<file path="config.mk">
export PLATFORM = sky130hd
export DESIGN_NAME = imm_gen_stage_flat
export DESIGN_NICKNAME = d
export VERILOG_FILES = /design/src/rtl/imm_gen_stage_pkg.sv /design/src/rtl/imm_gen_stage_if.sv /design/src/rtl/imm_gen_stage_decode.sv /design/src/rtl/imm_gen_stage.sv /design/src/flat_wrapper.sv
export SDC_FILE = /design/constraint.sdc
export NUM_CORES = 1
export LEC_CHECK = 0
export ABC_AREA = 1
export BUFFER_PORTS_ARGS = -buffer_cell sky130_fd_sc_hd__buf_2
export CORE_AREA = 2 2 92 94
export CTS_CLUSTER_DIAMETER = 100
export DETAILED_ROUTE_END_ITERATION = 8
export DIE_AREA = 0 0 94 96
export GPL_TIMING_DRIVEN = 0
export PLACE_DENSITY = 0.94
export SETUP_SLACK_MARGIN = 0.02
export SYNTH_ARGS = -nofsm -noshare
export SYNTH_HDL_FRONTEND = slang
export SYNTH_SLANG_ARGS = --single-unit
</file>
<file path="constraint.sdc">
create_clock -name clk -period 3.8 [get_ports clk]
set_input_delay 0.57 -clock clk [delete_from_list [all_inputs] [get_ports clk]]
set_output_delay 0.57 -clock clk [all_outputs]
set_load 0.05 [all_outputs]
</file>
<file path="src/rtl/imm_gen_stage_pkg.sv">
// Shared types and opcode constants for the immediate-generation stage.
package imm_pkg;

   typedef enum logic [2:0] {
      NONE = 3'd0,
      I    = 3'd1,
      S    = 3'd2,
      B    = 3'd3,
      U    = 3'd4,
      J    = 3'd5,
      SH   = 3'd6
   } imm_fmt_e;

   localparam logic [6:0] OP_LOAD   = 7'b0000011;
   localparam logic [6:0] OP_IMM    = 7'b0010011;
   localparam logic [6:0] OP_IMM32  = 7'b0011011;
   localparam logic [6:0] OP_STORE  = 7'b0100011;
   localparam logic [6:0] OP_BRANCH = 7'b1100011;
   localparam logic [6:0] OP_LUI    = 7'b0110111;
   localparam logic [6:0] OP_AUIPC  = 7'b0010111;
   localparam logic [6:0] OP_JAL    = 7'b1101111;
   localparam logic [6:0] OP_JALR   = 7'b1100111;
   localparam logic [6:0] OP_SYSTEM = 7'b1110011;

endpackage

</file>
<file path="src/rtl/imm_gen_stage_if.sv">
// Producer/consumer handshake bundle for imm_gen_stage.
interface imm_gen_stage_if
   import imm_pkg::*;
#(
   parameter int XLEN  = 32,
   parameter int TAG_W = 8
) ();
   logic             in_valid;
   logic             in_ready;
   logic [31:0]      in_inst;
   logic [TAG_W-1:0] in_tag;
   logic             out_valid;
   logic             out_ready;
   logic [XLEN-1:0]  out_imm;
   imm_fmt_e         out_fmt;
   logic [TAG_W-1:0] out_tag;

   modport master (
      output in_valid, in_inst, in_tag, out_ready,
      input  in_ready, out_valid, out_imm, out_fmt, out_tag
   );

   modport slave (
      input  in_valid, in_inst, in_tag, out_ready,
      output in_ready, out_valid, out_imm, out_fmt, out_tag
   );
endinterface

</file>
<file path="src/rtl/imm_gen_stage_decode.sv">
// Combinational RISC-V immediate decoder: instruction word -> {imm, fmt}.
module imm_decode
   import imm_pkg::*;
#(
   parameter int XLEN = 32
) (
   input  logic [31:0]     inst_i,
   output logic [XLEN-1:0] imm_o,
   output imm_fmt_e        fmt_o
);
   localparam logic RV64 = (XLEN == 64);

   logic is_shift;
   assign is_shift = (inst_i[14:12] == 3'b001) || (inst_i[14:12] == 3'b101);

   always_comb begin
      imm_o = '0;
      fmt_o = NONE;
      case (inst_i[6:0])
         OP_LOAD, OP_JALR, OP_SYSTEM: begin
            imm_o = {{(XLEN-12){inst_i[31]}}, inst_i[31:20]};
            fmt_o = I;
         end
         OP_IMM: begin
            if (is_shift) begin
               // shamt grows to 6 bits only on RV64
               imm_o = {{(XLEN-6){1'b0}}, inst_i[25] & RV64, inst_i[24:20]};
               fmt_o = SH;
            end else begin
               imm_o = {{(XLEN-12){inst_i[31]}}, inst_i[31:20]};
               fmt_o = I;
            end
         end
         OP_IMM32: begin
            if (RV64) begin
               if (is_shift) begin
                  imm_o = {{(XLEN-5){1'b0}}, inst_i[24:20]};
                  fmt_o = SH;
               end else begin
                  imm_o = {{(XLEN-12){inst_i[31]}}, inst_i[31:20]};
                  fmt_o = I;
               end
            end
         end
         OP_STORE: begin
            imm_o = {{(XLEN-12){inst_i[31]}}, inst_i[31:25], inst_i[11:7]};
            fmt_o = S;
         end
         OP_BRANCH: begin
            imm_o = {{(XLEN-13){inst_i[31]}}, inst_i[31], inst_i[7],
                     inst_i[30:25], inst_i[11:8], 1'b0};
            fmt_o = B;
         end
         OP_LUI, OP_AUIPC: begin
            imm_o = {{(XLEN-32){inst_i[31]}}, inst_i[31:12], 12'b0};
            fmt_o = U;
         end
         OP_JAL: begin
            imm_o = {{(XLEN-21){inst_i[31]}}, inst_i[31], inst_i[19:12],
                     inst_i[20], inst_i[30:21], 1'b0};
            fmt_o = J;
         end
         default: begin
            imm_o = '0;
            fmt_o = NONE;
         end
      endcase
   end
endmodule

</file>
<file path="src/rtl/imm_gen_stage.sv">
// Registered immediate-generation stage: decode on push into a DEPTH-entry
// in-order buffer with valid/ready handshake and flush.
module imm_gen_stage
   import imm_pkg::*;
#(
   parameter int XLEN  = 32,
   parameter int DEPTH = 2,
   parameter int TAG_W = 8
) (
   input  logic           clk,
   input  logic           reset,
   input  logic           flush,
   imm_gen_stage_if.slave bus
);
   localparam int PW = $clog2(DEPTH);
   localparam int CW = PW + 1;

   logic [XLEN-1:0]  imm_q [DEPTH];
   imm_fmt_e         fmt_q [DEPTH];
   logic [TAG_W-1:0] tag_q [DEPTH];

   logic [PW-1:0] wr_ptr_q, wr_ptr_d, rd_ptr_q, rd_ptr_d;
   logic [CW-1:0] cnt_q, cnt_d;

   logic [XLEN-1:0] dec_imm;
   imm_fmt_e        dec_fmt;
   logic            push, pop;

   imm_decode #(.XLEN(XLEN)) u_dec (
      .inst_i (bus.in_inst),
      .imm_o  (dec_imm),
      .fmt_o  (dec_fmt)
   );

   // Ready depends only on registered occupancy, never on out_ready.
   assign bus.in_ready  = !reset && (cnt_q < CW'(DEPTH));
   assign bus.out_valid = !reset && (cnt_q != '0);
   assign bus.out_imm   = imm_q[rd_ptr_q];
   assign bus.out_fmt   = fmt_q[rd_ptr_q];
   assign bus.out_tag   = tag_q[rd_ptr_q];

   assign push = bus.in_valid && bus.in_ready;
   assign pop  = bus.out_valid && bus.out_ready;

   always_comb begin
      wr_ptr_d = wr_ptr_q;
      rd_ptr_d = rd_ptr_q;
      cnt_d    = cnt_q;
      if (flush) begin
         wr_ptr_d = '0;
         rd_ptr_d = '0;
         cnt_d    = '0;
      end else begin
         if (push) wr_ptr_d = wr_ptr_q + PW'(1);
         if (pop)  rd_ptr_d = rd_ptr_q + PW'(1);
         if (push && !pop)      cnt_d = cnt_q + CW'(1);
         else if (pop && !push) cnt_d = cnt_q - CW'(1);
      end
   end

   always_ff @(posedge clk) begin
      if (reset) begin
         wr_ptr_q <= '0;
         rd_ptr_q <= '0;
         cnt_q    <= '0;
         for (int i = 0; i < DEPTH; i++) begin
            imm_q[i] <= '0;
            fmt_q[i] <= NONE;
            tag_q[i] <= '0;
         end
      end else begin
         wr_ptr_q <= wr_ptr_d;
         rd_ptr_q <= rd_ptr_d;
         cnt_q    <= cnt_d;
         if (push && !flush) begin
            imm_q[wr_ptr_q] <= dec_imm;
            fmt_q[wr_ptr_q] <= dec_fmt;
            tag_q[wr_ptr_q] <= bus.in_tag;
         end
      end
   end
endmodule

</file>
<file path="src/flat_wrapper.sv">
// flat-port wrapper written by rule: the top's interface ports become plain ports
module imm_gen_stage_flat import imm_pkg::*;
#(
   parameter int XLEN  = 32,
   parameter int DEPTH = 2,
   parameter int TAG_W = 8
)
  (clk, reset, flush, bus_in_valid, bus_in_inst, bus_in_tag, bus_out_ready, bus_in_ready, bus_out_valid, bus_out_imm, bus_out_fmt, bus_out_tag);
  imm_gen_stage_if #(.XLEN(XLEN), .TAG_W(TAG_W)) bus_i ();
  input  logic clk;
  input  logic reset;
  input  logic flush;
  input wire logic [$bits(bus_i.in_valid)-1:0] bus_in_valid;
  input wire logic [$bits(bus_i.in_inst)-1:0] bus_in_inst;
  input wire logic [$bits(bus_i.in_tag)-1:0] bus_in_tag;
  input wire logic [$bits(bus_i.out_ready)-1:0] bus_out_ready;
  output wire logic [$bits(bus_i.in_ready)-1:0] bus_in_ready;
  output wire logic [$bits(bus_i.out_valid)-1:0] bus_out_valid;
  output wire logic [$bits(bus_i.out_imm)-1:0] bus_out_imm;
  output wire logic [$bits(bus_i.out_fmt)-1:0] bus_out_fmt;
  output wire logic [$bits(bus_i.out_tag)-1:0] bus_out_tag;
  assign bus_i.in_valid = bus_in_valid;
  assign bus_i.in_inst = bus_in_inst;
  assign bus_i.in_tag = bus_in_tag;
  assign bus_i.out_ready = bus_out_ready;
  assign bus_in_ready = bus_i.in_ready;
  assign bus_out_valid = bus_i.out_valid;
  assign bus_out_imm = bus_i.out_imm;
  assign bus_out_fmt = bus_i.out_fmt;
  assign bus_out_tag = bus_i.out_tag;
  imm_gen_stage #(.XLEN(XLEN), .DEPTH(DEPTH), .TAG_W(TAG_W)) u_core (.clk(clk), .reset(reset), .flush(flush), .bus(bus_i));
endmodule
</file>
Word level (Yosys, flattened, before mapping)
Memory sizes are Yosys's and may differ from the RTL's. A register that Yosys moved wholly into a read port is not among the register bits.
Cells that the tools add are included.
{ "totals": {"wordCells": 68, "ramBits": 86, "mem_bits_ro": 0, "memories": 3, "latchBits": 0, "in_bits": 45, "register_bits": 4, "output_inout_bits": 45} }
{ "op_classes": {"n_lt_le_gt_ge": 1, "mux": 26, "n_bitwise": 0, "shifts": 0, "mul": 0, "n_eq_ne": 11, "reduce_logical": 20, "add_sub_neg": 4, "n_div": 0} }
{ "memory_table": {"columns": ["name", "words", "width", "rd", "rd_clocked_by_memory_dff", "write_ports", "line", "rtl"], "rows": [
  ["u_core.imm_q", 2, 32, 1, 1, 2, "imm_gen_stage.sv:18", "logic [XLEN-1:0] imm_q [DEPTH];"],
  ["u_core.tag_q", 2, 8, 1, 1, 2, "imm_gen_stage.sv:20", "logic [TAG_W-1:0] tag_q [DEPTH];"],
  ["u_core.fmt_q", 2, 3, 1, 1, 2, "imm_gen_stage.sv:19", "imm_fmt_e fmt_q [DEPTH];"]
]} }
{ "ops": {"columns": ["op", "n"], "rows": [
  ["one-hot mux 32 bit (6 select lines)", 1],
  ["two-way mux 32 bit", 2],
  ["OR reduction 32 bit", 1],
  ["equality test 7 bit, second input constant", 4],
  ["one-hot mux 3 bit (6 select lines)", 1],
  ["two-way mux 1 bit", 17],
  ["equality test 7 x 5 -> 1 bit, second input constant", 2],
  ["equality test 7 x 6 -> 1 bit, second input constant", 2],
  ["two-way mux 8 bit", 1],
  ["OR reduction 8 bit", 1],
  ["equality test 7 x 2 -> 1 bit, second input constant", 1],
  ["logical AND 1 bit", 7],
  ["two-way mux 3 bit", 2],
  ["OR reduction 3 bit", 2],
  ["logical NOT 1 bit", 4],
  ["two-way mux 2 bit", 2],
  ["nonzero test 2 bit", 2],
  ["OR reduction 2 bit", 2],
  ["equality test 3 x 1 -> 1 bit, second input constant", 1],
  ["equality test 3 bit, second input constant", 1],
  ["adder 1 bit, second input constant", 2],
  ["adder 2 x 1 -> 2 bit, second input constant", 1],
  ["< comparator 2 bit, second input constant", 1],
  ["subtractor 2 x 1 -> 2 bit, second input constant", 1],
  ["logical OR 1 bit", 1]
]} }

Longest topological paths before layout
{ "depth": {"ltp_word": 9, "mapped_depth": 9, "depth_no_buf": 9} }

Hierarchy
Synthesis repeated with hierarchy kept, for this count alone.
{ "unflattened": {"hier_cells": 468, "hier_area_um2": 4678.2} }
{ "modules_own_cells": {"columns": ["module", "n_inst", "cells_per_inst", "area_per_inst_um2", "seq_area_each_um2"], "rows": [
  ["imm_gen_stage", 1, 315, 3962.6, 2682.6],
  ["imm_decode", 1, 153, 715.7, 0.0]
]} }

Worst setup path before layout
OpenSTA, ideal clock, no wires.
{ "synth_timing": {"path_kind": "input port to flip-flop", "startpoint": "input reset", "endpoint": "memory u_core.fmt_q[0][0] in the netlist's numbering, enable pin", "path_buffers": 1, "setup_ns": 0.401, "setup_slack_ns": 0.525, "arrival_ns": 2.874, "stages": 6, "required_time_ns": 3.399, "cell_sequence": "nor2_1 > nand2_1 > inv_1 > nand3_1 > buf_2 > nand2_1"} }
{ "synth_rtl": {"columns": ["element", "line", "rtl"], "rows": [
  ["from (decl)", "flat_wrapper.sv:11", "input logic reset;"],
  ["to (decl)", "imm_gen_stage.sv:19", null]
]} }

==> metrics.md <==
| Metric | Value |
|---|---|
| Status | completed |
| Rows | 33 |
| Vias in the first global route | 3828 |
| DIE AREA | roughly 9000 sq um |
| DRC viols | 0 |
| Area of placed instances | around 5400 sq um |
| Critical Path End | bus_out_imm[15] |
| Insertion delay to the later sink of the worst-skew pair | roughly 0.36 ns |
| CP max stage cell | mux2_2 |
| Initial antenna violation count | 0 |
| # hold bufs at CTS | 0 |
| Final #Nets | a little over 600 |
| Reg-to-reg startpoint | u_core.cnt_q[1] |
| Worst Clk Skew | 0.01253 ns |
| Share of cells above drive strength 1 | between 30% and 40% |
| First-pass DRT Iterations | 6 |
| Startpoint Class | flip-flop |
| Synthesized Nets | 518 |
| Max FO, Critical Path | 10 |
| Required @ worst endpoint | about 3.2 ns |
| Sequential area share after synthesis | 56.45% |
| WP depth | 4 |
| TNS Setup | 0 ns |
| DR vias | between 3000 and 4000 |
| Slew margin rel. | between 60% and 70% |
| Synth Instances | between 400 and 500 |
| Hold path cells | 2 |
| Initial Util | 59.02% |
| Unrepaired setup endpoints after global routing | false |
| Reg2Reg Depth | 7 |
| Max_cap viols | 0 |
| Mean Syn Cell Area | 10.07 sq um |
| Final worst path period share | between 60% and 70% |
| Via density | a little under 6 |
| CTS Buf Count | 9 |
| Internal reg-to-reg setup slack | about 1.6 ns |
| Final WL | about 12000 um |
| CTS tree | built |
| DP HPWL | slightly above 8000 um |
| Final setup vio count | 0 |
| CP endpoint kind | output pin |
| Crit-path most repeated cell | buf_2 |
| Final worst slack | around 1.3 ns |
| Maximum clock frequency | between 300 and 400 MHz |
| Fill cells | between 500 and 600 |
| Final Core Density | 68.83% |
| Overflow after GRT | 0 |
| CP delay by family, top | buffers and inverters |
| Die W | roughly 94 um |
| Mapped Area | between 4000 and 5000 sq um |
| Post_cts resized | 0 |
| Diodes inserted | 0 |
| Largest stage delay, worst path | just under 0.4 ns |
| CTS root buffer | clkbuf_8 |
| ANT nets after route | 0 |
| Yosys Warn Count | 0 |
| Crit path kind | reg2out |
| Worst-path clk slew | ~0.09 ns |
| Hold Crit Class | in2reg |
| Final min period | ~2.5 ns |
| Initial DRC Count | about 410 |
| Synth cell types | 24 |
| WL/cell | between 15 and 20 um |
| Bufs and invs on worst path | 3 |
| Worst-Margin Slew | 0.5273 ns |
| Post-route cell area | between 5000 and 6000 sq um |
| H-tree Lvls | 3 |
| Port buffer count | a little under 90 |
| GRT Overall Usage | between 20% and 30% |
| Max clock buf depth | 2 |
| Crit Reg-Reg Endpoint | u_core.imm_q[0][15] |
| First-pass GRT wire length | between 15000 and 20000 um |
| Ordered cell list for the critical path | clkbuf_1, buf_2, mux2_2, buf_2 |
| Post-CTS Setup Inserts | 0 |
| Hold path start | flush |
| Die height | approximately 96 um |
| Total Power | just over 0.002 W |
| Largest net degree at the start of global routing | 34 |
| Placer Congestion | slightly above 0.9 |
| TritonCTS Sinks | 91 |
| DP Worst Slack | between 1 and 1.5 ns |
| Yosys reg bits | roughly 90 |
| IO Count | 90 |
| Leak | 2.377 nW |
| Final Hold Vio Count | 0 |
| Peak supply drop | roughly 0.00017 V |
| Core Box Area | about 8100 sq um |
| Max Slew Vio Count | 0 |
| Critical path arrival | between 1.5 and 2 ns |
| PwrDens | about 370 nW/um^2 |
| Area growth from synthesis to layout | 16.61% |
==> power by group <==
| part | internal [W] | switching [W] |
|---|---|---|
| clock | 0.000236 | 0.000354 |
| combinational | 0.0000818 | 0.000227 |
| sequential | 0.00114 | 0.0000122 |
| total | 0.00146 | 0.000593 |
==> registers in the layout (all words and copies together) (netlist names), named ones only <==
signal,flops
u_core.fmt_q,6
u_core.rd_ptr_q,1
u_core.wr_ptr_q,1
u_core.cnt_q,2
u_core.imm_q,64
u_core.tag_q,16
==> through the flow <==
step / hold slack (ns) / instances
after floorplan: 0.4474 / 472
after global placement: 0.4574 / 666
after detailed placement: 0.4670 / 668
final: 0.4018 / 684
after global routing: 0.4118 / 684
after CTS: 0.4005 / 684
==> how the worst min path moves through the flow <==
stage | endpoint | slack (ns)
floorplan | flip-flop | 0.45
global placement | u_core.rd_ptr_q | 0.46
detailed placement | flip-flop | 0.47
CTS | u_core.cnt_q[0] | 0.40
global route | u_core.cnt_q[0] | 0.41
finish | u_core.cnt_q[0] | 0.40
==> placed cells by master (no fill, tap or decap), types with 5 or more instances in the layout <==
cell,count
inv_1,33
buf_4,5
nor2_2,14
nand4_1,6
buf_2,101
clkbuf_1,6
edfxtp_1,86
mux2_2,43
nand2_1,51
clkbuf_8,9
dfxtp_1,5
nand3_1,55
o21ai_0,5
nor2_1,79
a21oi_1,50
==> final cells by class <==
class                   instances  area [sq um]  share of cell area [%]
inverters                      36         135.1                   2.438
clock inverters                 7         43.79                  0.7902
well taps                     105         131.4                   2.371
plain buffers                  26         153.9                   2.777
repair buffers                 91         485.5                   8.760
clock buffers                   9         123.9                   2.235
flip-flops and latches         91          2683                   48.41
multi-input cells             319          1785                   32.22
==> Yosys cell counts (all sizes together) <==
cell     n  share of area [%]
ha       1               0.26
o21ai    9               0.95
a21oi   50                5.3
buf     20                2.8
nand4    6               0.79
nor4     1               0.13
nor2    95                8.7
nand3   57                6.2
nand2   57                4.9
clkbuf   6               0.47
inv     36                2.8
edfxtp  86                 54
mux2    43                 10
dfxtp    5                2.1
==> cell families after synthesis <==
logic type / Yosys count / synth area share (%)
flops: 91 / 56.45
simple gates: 216 / 20.80
mux: 43 / 10.19
buf+inv: 62 / 6.082
compound gates: 59 / 6.214
fa+ha+maj: 1 / 0.2633
==> routing by layer <==
metal	global-route usage [%]	part of all wire [%]
met2	46.55	50
met3	3.446	8.6
met5	0	0
met4	14.86	4.7
met1	32.39	37
(Power assumes the default switching activity.)
